**config.mk**
```make
export PLATFORM = sky130hd
export DESIGN_NAME = multicycle_alu
export DESIGN_NICKNAME = d
export VERILOG_FILES = /design/src/rtl/multicycle_alu_pkg.sv /design/src/rtl/multicycle_alu_logic_unit.sv /design/src/rtl/multicycle_alu.sv
export SDC_FILE = /design/constraint.sdc
export NUM_CORES = 1
export LEC_CHECK = 0
export ABC_AREA = 1
export CORE_MARGIN = 2
export CORE_UTILIZATION = 53
export DETAILED_ROUTE_END_ITERATION = 16
export PLACE_DENSITY = 0.85
export RECOVER_POWER = 100
export SLEW_MARGIN = 20
export SYNTH_ARGS = -nofsm -noshare
export SYNTH_HDL_FRONTEND = slang
export SYNTH_SLANG_ARGS = --single-unit
export TNS_END_PERCENT = 5
```
**constraint.sdc**
```tcl
create_clock -name clk -period 5.5 [get_ports clk]
set_input_delay 1.65 -clock clk [delete_from_list [all_inputs] [get_ports clk]]
set_output_delay 1.65 -clock clk [all_outputs]
set_load 0.05 [all_outputs]
```
**src/rtl/multicycle_alu_pkg.sv**
```systemverilog
// Shared operation codes and FSM encodings for the multicycle ALU and the ALU control decoder.
package multicycle_alu_pkg;

    localparam logic [3:0] OP_AND = 4'b0000;
    localparam logic [3:0] OP_OR  = 4'b0001;
    localparam logic [3:0] OP_NOR = 4'b0010;
    localparam logic [3:0] OP_ADD = 4'b0011;
    localparam logic [3:0] OP_SUB = 4'b0100;
    localparam logic [3:0] OP_SRL = 4'b0101;
    localparam logic [3:0] OP_SLL = 4'b0110;

    localparam logic [1:0] ST_IDLE  = 2'd0;
    localparam logic [1:0] ST_EXEC  = 2'd1;
    localparam logic [1:0] ST_SHIFT = 2'd2;
    localparam logic [1:0] ST_DONE  = 2'd3;

    function automatic logic is_shift_op(input logic [3:0] op);
        return (op == OP_SRL) || (op == OP_SLL);
    endfunction

endpackage

```
**src/rtl/multicycle_alu_logic_unit.sv**
```systemverilog
// Single-cycle combinational AND/OR/NOR/ADD/SUB block; flags any other code as unsupported.
module alu_logic_unit
    import multicycle_alu_pkg::*;
#(
    parameter int DATA_WIDTH = 32
) (
    input  logic [3:0]            op,
    input  logic [DATA_WIDTH-1:0] a,
    input  logic [DATA_WIDTH-1:0] b,
    output logic [DATA_WIDTH-1:0] result,
    output logic                  supported
);

    // Operation select; arithmetic wraps modulo 2^DATA_WIDTH
    always_comb begin
        result    = {DATA_WIDTH{1'b0}};
        supported = 1'b1;
        case (op)
            OP_AND:  result = a & b;
            OP_OR:   result = a | b;
            OP_NOR:  result = ~(a | b);
            OP_ADD:  result = a + b;
            OP_SUB:  result = a - b;
            default: begin
                result    = {DATA_WIDTH{1'b0}};
                supported = 1'b0;
            end
        endcase
    end

endmodule

```
**src/rtl/multicycle_alu.sv**
```systemverilog
// Multicycle ALU: logic ops take one execute cycle, shifts iterate one bit per cycle.
module multicycle_alu
    import multicycle_alu_pkg::*;
#(
    parameter int DATA_WIDTH = 32
) (
    input  logic                  clk,
    input  logic                  reset,
    input  logic                  start,
    input  logic [3:0]            ALUOperation,
    input  logic [DATA_WIDTH-1:0] A,
    input  logic [DATA_WIDTH-1:0] B,
    input  logic [4:0]            shamt,
    output logic                  busy,
    output logic                  done,
    output logic [DATA_WIDTH-1:0] ALUResult,
    output logic                  Zero,
    output logic                  Error
);

    logic [1:0]            state_r;
    logic [1:0]            state_nxt_s;
    logic [3:0]            op_r;
    logic [DATA_WIDTH-1:0] a_r;
    logic [DATA_WIDTH-1:0] b_r;
    logic [DATA_WIDTH-1:0] work_r;
    logic [4:0]            cnt_r;
    logic                  err_r;
    logic [DATA_WIDTH-1:0] alu_result_r;
    logic                  zero_r;
    logic                  error_r;
    logic                  done_r;
    logic                  busy_r;
    logic [DATA_WIDTH-1:0] logic_res_s;
    logic                  logic_ok_s;

    alu_logic_unit #(
        .DATA_WIDTH (DATA_WIDTH)
    ) u_logic (
        .op        (op_r),
        .a         (a_r),
        .b         (b_r),
        .result    (logic_res_s),
        .supported (logic_ok_s)
    );

    // Next-state decode
    always_comb begin
        state_nxt_s = state_r;
        case (state_r)
            ST_IDLE: begin
                if (start) begin
                    state_nxt_s = is_shift_op(ALUOperation) ? ST_SHIFT : ST_EXEC;
                end else begin
                    state_nxt_s = ST_IDLE;
                end
            end
            ST_EXEC: state_nxt_s = ST_DONE;
            ST_SHIFT: begin
                if (cnt_r == 5'd0) begin
                    state_nxt_s = ST_DONE;
                end else begin
                    state_nxt_s = ST_SHIFT;
                end
            end
            ST_DONE: state_nxt_s = ST_IDLE;
            default: state_nxt_s = ST_IDLE;
        endcase
    end

    // State, operand capture, shift iteration and result publication
    always_ff @(posedge clk or posedge reset) begin
        if (reset) begin
            state_r      <= ST_IDLE;
            op_r         <= 4'd0;
            a_r          <= {DATA_WIDTH{1'b0}};
            b_r          <= {DATA_WIDTH{1'b0}};
            work_r       <= {DATA_WIDTH{1'b0}};
            cnt_r        <= 5'd0;
            err_r        <= 1'b0;
            alu_result_r <= {DATA_WIDTH{1'b0}};
            zero_r       <= 1'b0;
            error_r      <= 1'b0;
            done_r       <= 1'b0;
            busy_r       <= 1'b0;
        end else begin
            state_r <= state_nxt_s;
            busy_r  <= (state_nxt_s != ST_IDLE);
            done_r  <= 1'b0;
            case (state_r)
                ST_IDLE: begin
                    if (start) begin
                        op_r   <= ALUOperation;
                        a_r    <= A;
                        b_r    <= B;
                        work_r <= B;
                        cnt_r  <= is_shift_op(ALUOperation) ? shamt : 5'd0;
                        err_r  <= 1'b0;
                    end
                end
                ST_EXEC: begin
                    work_r <= logic_ok_s ? logic_res_s : {DATA_WIDTH{1'b0}};
                    err_r  <= ~logic_ok_s;
                end
                ST_SHIFT: begin
                    // Zero-filled single-bit step while the counter runs down
                    if (cnt_r != 5'd0) begin
                        work_r <= (op_r == OP_SLL) ? {work_r[DATA_WIDTH-2:0], 1'b0}
                                                   : {1'b0, work_r[DATA_WIDTH-1:1]};
                        cnt_r  <= cnt_r - 5'd1;
                    end
                end
                ST_DONE: begin
                    alu_result_r <= work_r;
                    zero_r       <= (work_r == {DATA_WIDTH{1'b0}});
                    error_r      <= err_r;
                    done_r       <= 1'b1;
                end
                default: begin
                    done_r <= 1'b0;
                end
            endcase
        end
    end

    assign busy      = busy_r;
    assign done      = done_r;
    assign ALUResult = alu_result_r;
    assign Zero      = zero_r;
    assign Error     = error_r;

endmodule
```
==> metrics.cfg, run 1 <==
[timing]
tightest_slew_ps = 1656
rsz0062_at_grt = false
slew_headroom_pct = -10.41
setup_viol = 0
finalMaxSlewViolations = 255
finalCritPeriodShare_pct = 77.97
period_minus_slack_ps = 4289
finalHoldViolations = 0
finClkSkew_ps = 12.93
max_freq_ghz = 0.2332
setup_tns_ps = 0

[die]
io_pins = 112
core_sq_um = 20100
dieWidth_microns = 146.5
die_area_sq_um = 21460
initial_core_util_pct = 53.52
die_h_microns = 146.5
placementRows = 52

[logic_synthesis]
synth_adder_area_share_pct = 4.837
synthTopCellsByArea = dfrtp_1 (33%), nand2_1 (20%), inv_1 (8.0%)
ys_seq_area_share_pct = 33.49
synth_ff_type = dfrtp_1
synth_compound_area_share_pct = 15.77
synthTopCellsByCount = nand2_1 (559), inv_1 (229), o21ai_0 (171), dfrtp_1 (144), nor2_1 (130)
synthMuxAreaShare_pct = 0
synth-edff-count = 0
synth_seq_cells = 144
synth_fp_nets = 1792
yosys_warnings = 0
synth_top_family_by_area = simple AND/OR/NAND/NOR gates
synthArstFlopShare_pct = 100.0
yosysUniqueCellTypes = 50
synth-xor-area-share_pct = 2.442
synth.most_common_cell = nand2_1
syn_inst = 1675
yosysTopAreaCell = dfrtp_1
synth-simple-area-share_pct = 32.55
syn_area_per_cell_sq_um = 6.424
syn_area_sq_um = 10760
yosysTopAreaCellShare_pct = 33.49

[critical_path]
rr_startpoint = state_r[0]$_DFF_PP0_
required_ps = 5820
crit_path_end_kind = flip-flop
worstSetupPathType = flip-flop to flip-flop
critPathArrivalTime_ps = 4610
startpoint = state_r[0]$_DFF_PP0_
critPathLaunchType = flip-flop
cp_max_fo = 49

[routing]
post-route-drc-count = 0
wl_per_cell_microns = 16.18
viasPerCell = 5.617
dr.pass1.iters = 6
antenna_left = 0
drtIter0Drc = 1433
via_count = 11400
drt-total-wl_microns = 32820

[hold_path]
hp-class = flip-flop to flip-flop
min_from = ALUResult[0]$_DFFE_PP0P_

[clocking]
insertion_delay_ps = 440
clock-sinks = 144
htree_levels = 4
clk_pin_slew_worst_paths_ps = 70
cts_tree = yes
ctsRootBufferMaster = clkbuf_16
cts_setup_buffers = 0
cts_resized = 0
clockBufferDepth = 2
cts_buffers = 17
cts_hold_buf = 0

[final_layout]
design_area_sq_um = 12540
nFillCells = 1828
drive_gt1_share_pct = 3.980
final_cell_count_no_fill = 2029
multi_input_area_sq_um = 5973
fin_util_pct = 62.38
n_antenna_cell = 0
syn_to_final_growth_pct = 16.56
seqCellArea_sq_um = 3603
fin_nets = 1863

[run_status]
violations = max-capacitance violations, max-slew violations
status = complete, but fails checks

[placement]
post-place-cells = 1997
gp_congestion = 0.9839
port_buffers = 111
place_hpwl_microns = 23920
placed_area_sq_um = 12000

[grt]
antenna_found_initial = 0
grt_pass1_vias = 10310
gr-usage-all-layers_pct = 30.66
grt_max_degree = 117
grt_overflow = 0
grt_first_pass_wirelength_microns = 53040

[job]
timing.max_cap.violations = 3

logic make-up after synthesis:
family | after synthesis
and+or+nand+nor | 843
AOI/OAI and AO/OA | 314
buffers and inverters | 303
DFF | 144
adders and majority gates | 41
xor gates and xnor gates | 30
sequential cells by signal, indices dropped and copies added, names as in the netlist:
name,count
err_r,1
Zero,1
work_r,32
done,1
state_r,2
Error,1
a_r,32
busy,1
cnt_r,5
ALUResult,32
b_r,32
op_r,4
placed cells by master (no fill, tap or decap), types with 5 or more instances in the layout:
master,synthesis,routed
nand4_1,9,9
nor2_1,130,130
xor2_1,24,24
o21ai_1,12,12
ha_1,40,40
clkbuf_16,0,17
dlygate4sd3_1,0,38
nand3_1,85,85
dfrtp_1,144,144
buf_4,5,5
a21oi_1,87,87
nand3b_1,6,6
o21ai_0,171,171
inv_6,0,5
nand2_2,7,6
nand2_1,559,560
inv_1,229,229
a311oi_1,8,8
nor4_1,9,10
nor3_1,17,17
o211ai_1,7,7
clkdlybuf4s50_1,0,73
or2_2,5,5
xnor2_1,6,6
worst paths after layout:
kind / endpoint / slack [ps] / depth (start not counted)
max reg2reg: work_r[28]$_DFFE_PP0P_ / 1210 / 10
min in group asynchronous: ALUResult[10]$_DFFE_PP0P_ / 1930 / 2
min reg2reg: ALUResult[0]$_DFFE_PP0P_ / 480 / 2
max in group asynchronous: work_r[24]$_DFFE_PP0P_ / 1330 / 3
max: work_r[28]$_DFFE_PP0P_ / 1210 / 10
min: ALUResult[0]$_DFFE_PP0P_ / 480 / 2
worst max-delay path, cell delays in order, from the launching register on:
cell	delay, ps
dfrtp_1	440
inv_1	110
ha_1	670
inv_1	590
nor4_1	580
nor3_2	70
buf_4	210
inv_1	1090
a21oi_1	160
nand2_1	150
nand2_1	60
per-layer routing:
| metal | GRT usage [%] | vias up | part of all wire [%] |
|---|---|---|---|
| met4 | 9.806 | 0 | 2.6 |
| met3 | 4.000 | 70 | 9.3 |
| met1 | 44.83 | 5220 | 44 |
| li1 | - | 5479 | - |
| met5 | 0 | - | 0 |
| met2 | 47.41 | 628 | 44 |
cell type report:
class	instances	share of cell area [%]
Multi-Input combinational cell	1228	47.63
Sequential cell	144	28.73
Timing Repair Buffer	120	9.318
Inverter	235	7.043
Clock buffer	18	3.422
Tap cell	270	2.694
Clock inverter	14	1.167
through the flow:
| stage | setup slack, ps | hold slack (ps) |
|---|---|---|
| floorplan | 2045 | 467.8 |
| global placement | 1891 | 463.8 |
| detailed placement | 1877 | 462.1 |
| CTS | 1850 | 489.2 |
| global route | 805.2 | 508.9 |
| finish | 1211 | 477.0 |
Power of run 1 is not shown: default switching activity piles up to over one toggle a cycle in this logic, so the estimate is an artifact.
==> inputs of run 2 (changes only) <==
- CORE_UTILIZATION: 53 -> 55
- clock period: 5.5 -> 4 ns (I/O delays scaled with it)
==> run 2 against run 1 <==
  * The flow still finishes with violations (max-capacitance violations, max-slew violations)
  * Critical path depth grew 15
  * First-iteration DRC count decreased by 12%
  * Global-route usage is 3.1 points higher
  * Final cell count grew 0.15%
  * Count of clock-buffer cells in the layout unchanged
  * Critical path type unchanged
  * Die area decreased by 3.5%
  * Sequential cell count stayed put
==> metrics.cfg, run 2 (synthesized netlist as in run 1, its figures left out) <==
[run_status]
status = complete, but fails checks
violations = max-capacitance violations, max-slew violations

[clocking]
cts_tree = yes
cts_buffers = 17  ; unchanged
cts_setup_buffers = 0  ; unchanged
htree_levels = 4  ; unchanged
clock-sinks = 144  ; unchanged
clk_pin_slew_worst_paths_ps = 70  ; about the same
ctsRootBufferMaster = clkbuf_16
insertion_delay_ps = 450  ; about the same
cts_hold_buf = 0  ; unchanged
cts_resized = 0  ; unchanged
clockBufferDepth = 2  ; unchanged

[job]
timing.max_cap.violations = 2  ; -1

[timing]
setup_ws_ps = 350.4  ; -861.1 ps
setup_viol = 0  ; unchanged
slew_headroom_pct = -32.76  ; -22 points
finalCritPeriodShare_pct = 91.24  ; +13 points
finalHoldViolations = 0  ; unchanged
period_minus_slack_ps = 3650  ; -638.9 ps
max_freq_ghz = 0.2740  ; +18%
setup_tns_ps = 0  ; unchanged
finClkSkew_ps = 19.29  ; +6.365 ps
rsz0062_at_grt = false
tightest_slew_ps = 1991  ; +335.3 ps
finalMaxSlewViolations = 232  ; -9.0%

[routing]
drtIter0Drc = 1258  ; -12%
dr.pass1.iters = 6  ; unchanged
drt-total-wl_microns = 33990  ; +3.6%
wl_per_cell_microns = 16.73  ; +3.4%
via_count = 11430  ; +0.31%
antenna_left = 0  ; unchanged
viasPerCell = 5.626  ; +0.16%
post-route-drc-count = 0  ; unchanged

[final_layout]
final_cell_count_no_fill = 2032  ; +0.15%
final_cell_mix = nand2_1 (560), inv_1 (228), o21ai_0 (173), dfrtp_1 (144), nor2_1 (130)
drive_gt1_share_pct = 4.358  ; +0.38 points
syn_to_final_growth_pct = 17.23
fin_nets = 1871  ; +0.43%
n_antenna_cell = 0  ; unchanged
final_common_cell = nand2_1

[critical_path]
required_ps = 4340  ; -1480 ps
cp_common_cell = nand2_1
cp_slowest_stage_delay_ps = 410  ; -680 ps
worstSetupPathType = flip-flop to flip-flop
critPathTopFamily = simple AND/OR/NAND/NOR gates
crit_path_end_kind = flip-flop
crit_path_top_delay_cell = dfrtp_1
critPathArrivalTime_ps = 3990  ; -620 ps
critPathLaunchType = flip-flop
critPathBufInv = 1  ; -3
cp_max_fo = 5  ; -90%

[placement]
gp_congestion = 0.9336  ; -5.1%
port_buffers = 111  ; unchanged
place_hpwl_microns = 24700  ; +3.3%
place_ws_ps = 449.1  ; -1428 ps
post-place-cells = 2000  ; +0.15%

[die]
io_pins = 112  ; unchanged
die_h_microns = 143.9  ; -1.8%
placementRows = 51  ; -1.9%
core_sq_um = 19330  ; -3.8%
dieWidth_microns = 143.9  ; -1.8%
initial_core_util_pct = 55.65  ; +2.1 points
die_area_sq_um = 20700  ; -3.5%

[grt]
grt_use_met1_pct = 49.10  ; +4.3 points
met2_usage_pct = 51.48  ; +4.1 points
grt_overflow = 0  ; unchanged
grt_util_met3_pct = 5.165  ; +1.2 points
top_usage_layer = met2
antenna_found_initial = 0  ; unchanged
grt_max_degree = 145  ; +24%
grt_pass1_vias = 10520  ; +2.0%
gr-usage-all-layers_pct = 33.72  ; +3.1 points
grt_first_pass_wirelength_microns = 54500  ; +2.8%

[hold_path]
hp-class = flip-flop to flip-flop

==> run 2: cell count changes in the layout (fill, tap and decap cells not counted), moves of 2 or more <==
cell / change
o21ai_0: +2
clkinvlp_4: -2
inv_6: +2
buf_4: +7
==> run 2: worst register-to-register path, stage by stage (launching register included) <==
cell and delay [ps]:
dfrtp_1 410, inv_1 130, ha_1 180, nand2_1 100, nor3_4 200, nand4_4 150
nor2_4 150, nand2_2 60, nand2_2 70, o21ai_1 110, a21oi_1 250, xor2_1 110
ha_1 360, nand2_1 120, nor2_1 150, nand2_1 110, nor3_1 150, nand2_1 140
nand2_1 90, nand2_1 50, nand3_1 130, nand2_1 120, nand2_1 80, nand2_1 50
nand2_1 50, nand2_1 50
==> run 2: final timing paths <==
| check | startpoint | to | slack [ps] | cells past startpoint |
|---|---|---|---|---|
| worst max-delay path | b_r[0]$_DFFE_PP0P_ | work_r[28]$_DFFE_PP0P_ | 350 | 25 |
| worst max register to register | b_r[0]$_DFFE_PP0P_ | work_r[28]$_DFFE_PP0P_ | 350 | 25 |
| min in group asynchronous | reset | ALUResult[2]$_DFFE_PP0P_ | 2000 | 3 |
| worst min register to register | ALUResult[0]$_DFFE_PP0P_ | ALUResult[0]$_DFFE_PP0P_ | 480 | 2 |
| worst min-delay path | ALUResult[0]$_DFFE_PP0P_ | ALUResult[0]$_DFFE_PP0P_ | 480 | 2 |
| max in group asynchronous | reset | work_r[19]$_DFFE_PP0P_ | 780 | 3 |
==> run 2: layout make-up <==
cell class	count	area, sq um
Clock inverter	14	168.9
Sequential cell	144	3603
Tap cell	265	331.6
Timing Repair Buffer	128	1226
Fill cell	1714	6720
Multi-Input combinational cell	1228	5959
Inverter	235	885.9
Clock buffer	18	439.2
==> run 2: per-layer routing <==
layer  part of all wire [%]  up-vias
li1                       -     5486
met1                     45     5287
met2                     44      589
met3                    8.6       70
met4                    2.5        0
met5                      0        -
==> run 2: metrics by stage <==
stage / utilization, % / instance area [sq um] / hold slack (ps)
2_1_floorplan: - / 10760 / 467.8
3_3_place_gp: 62.36 / 12060 / 456.9
3_5_place_dp: 62.36 / 12060 / 465.1
4_1_cts: 65.50 / 12660 / 488.8
5_1_grt: 65.24 / 12610 / 524.1
6_report: 65.24 / 12610 / 481.8
Power of run 2 is left out for the same reason.
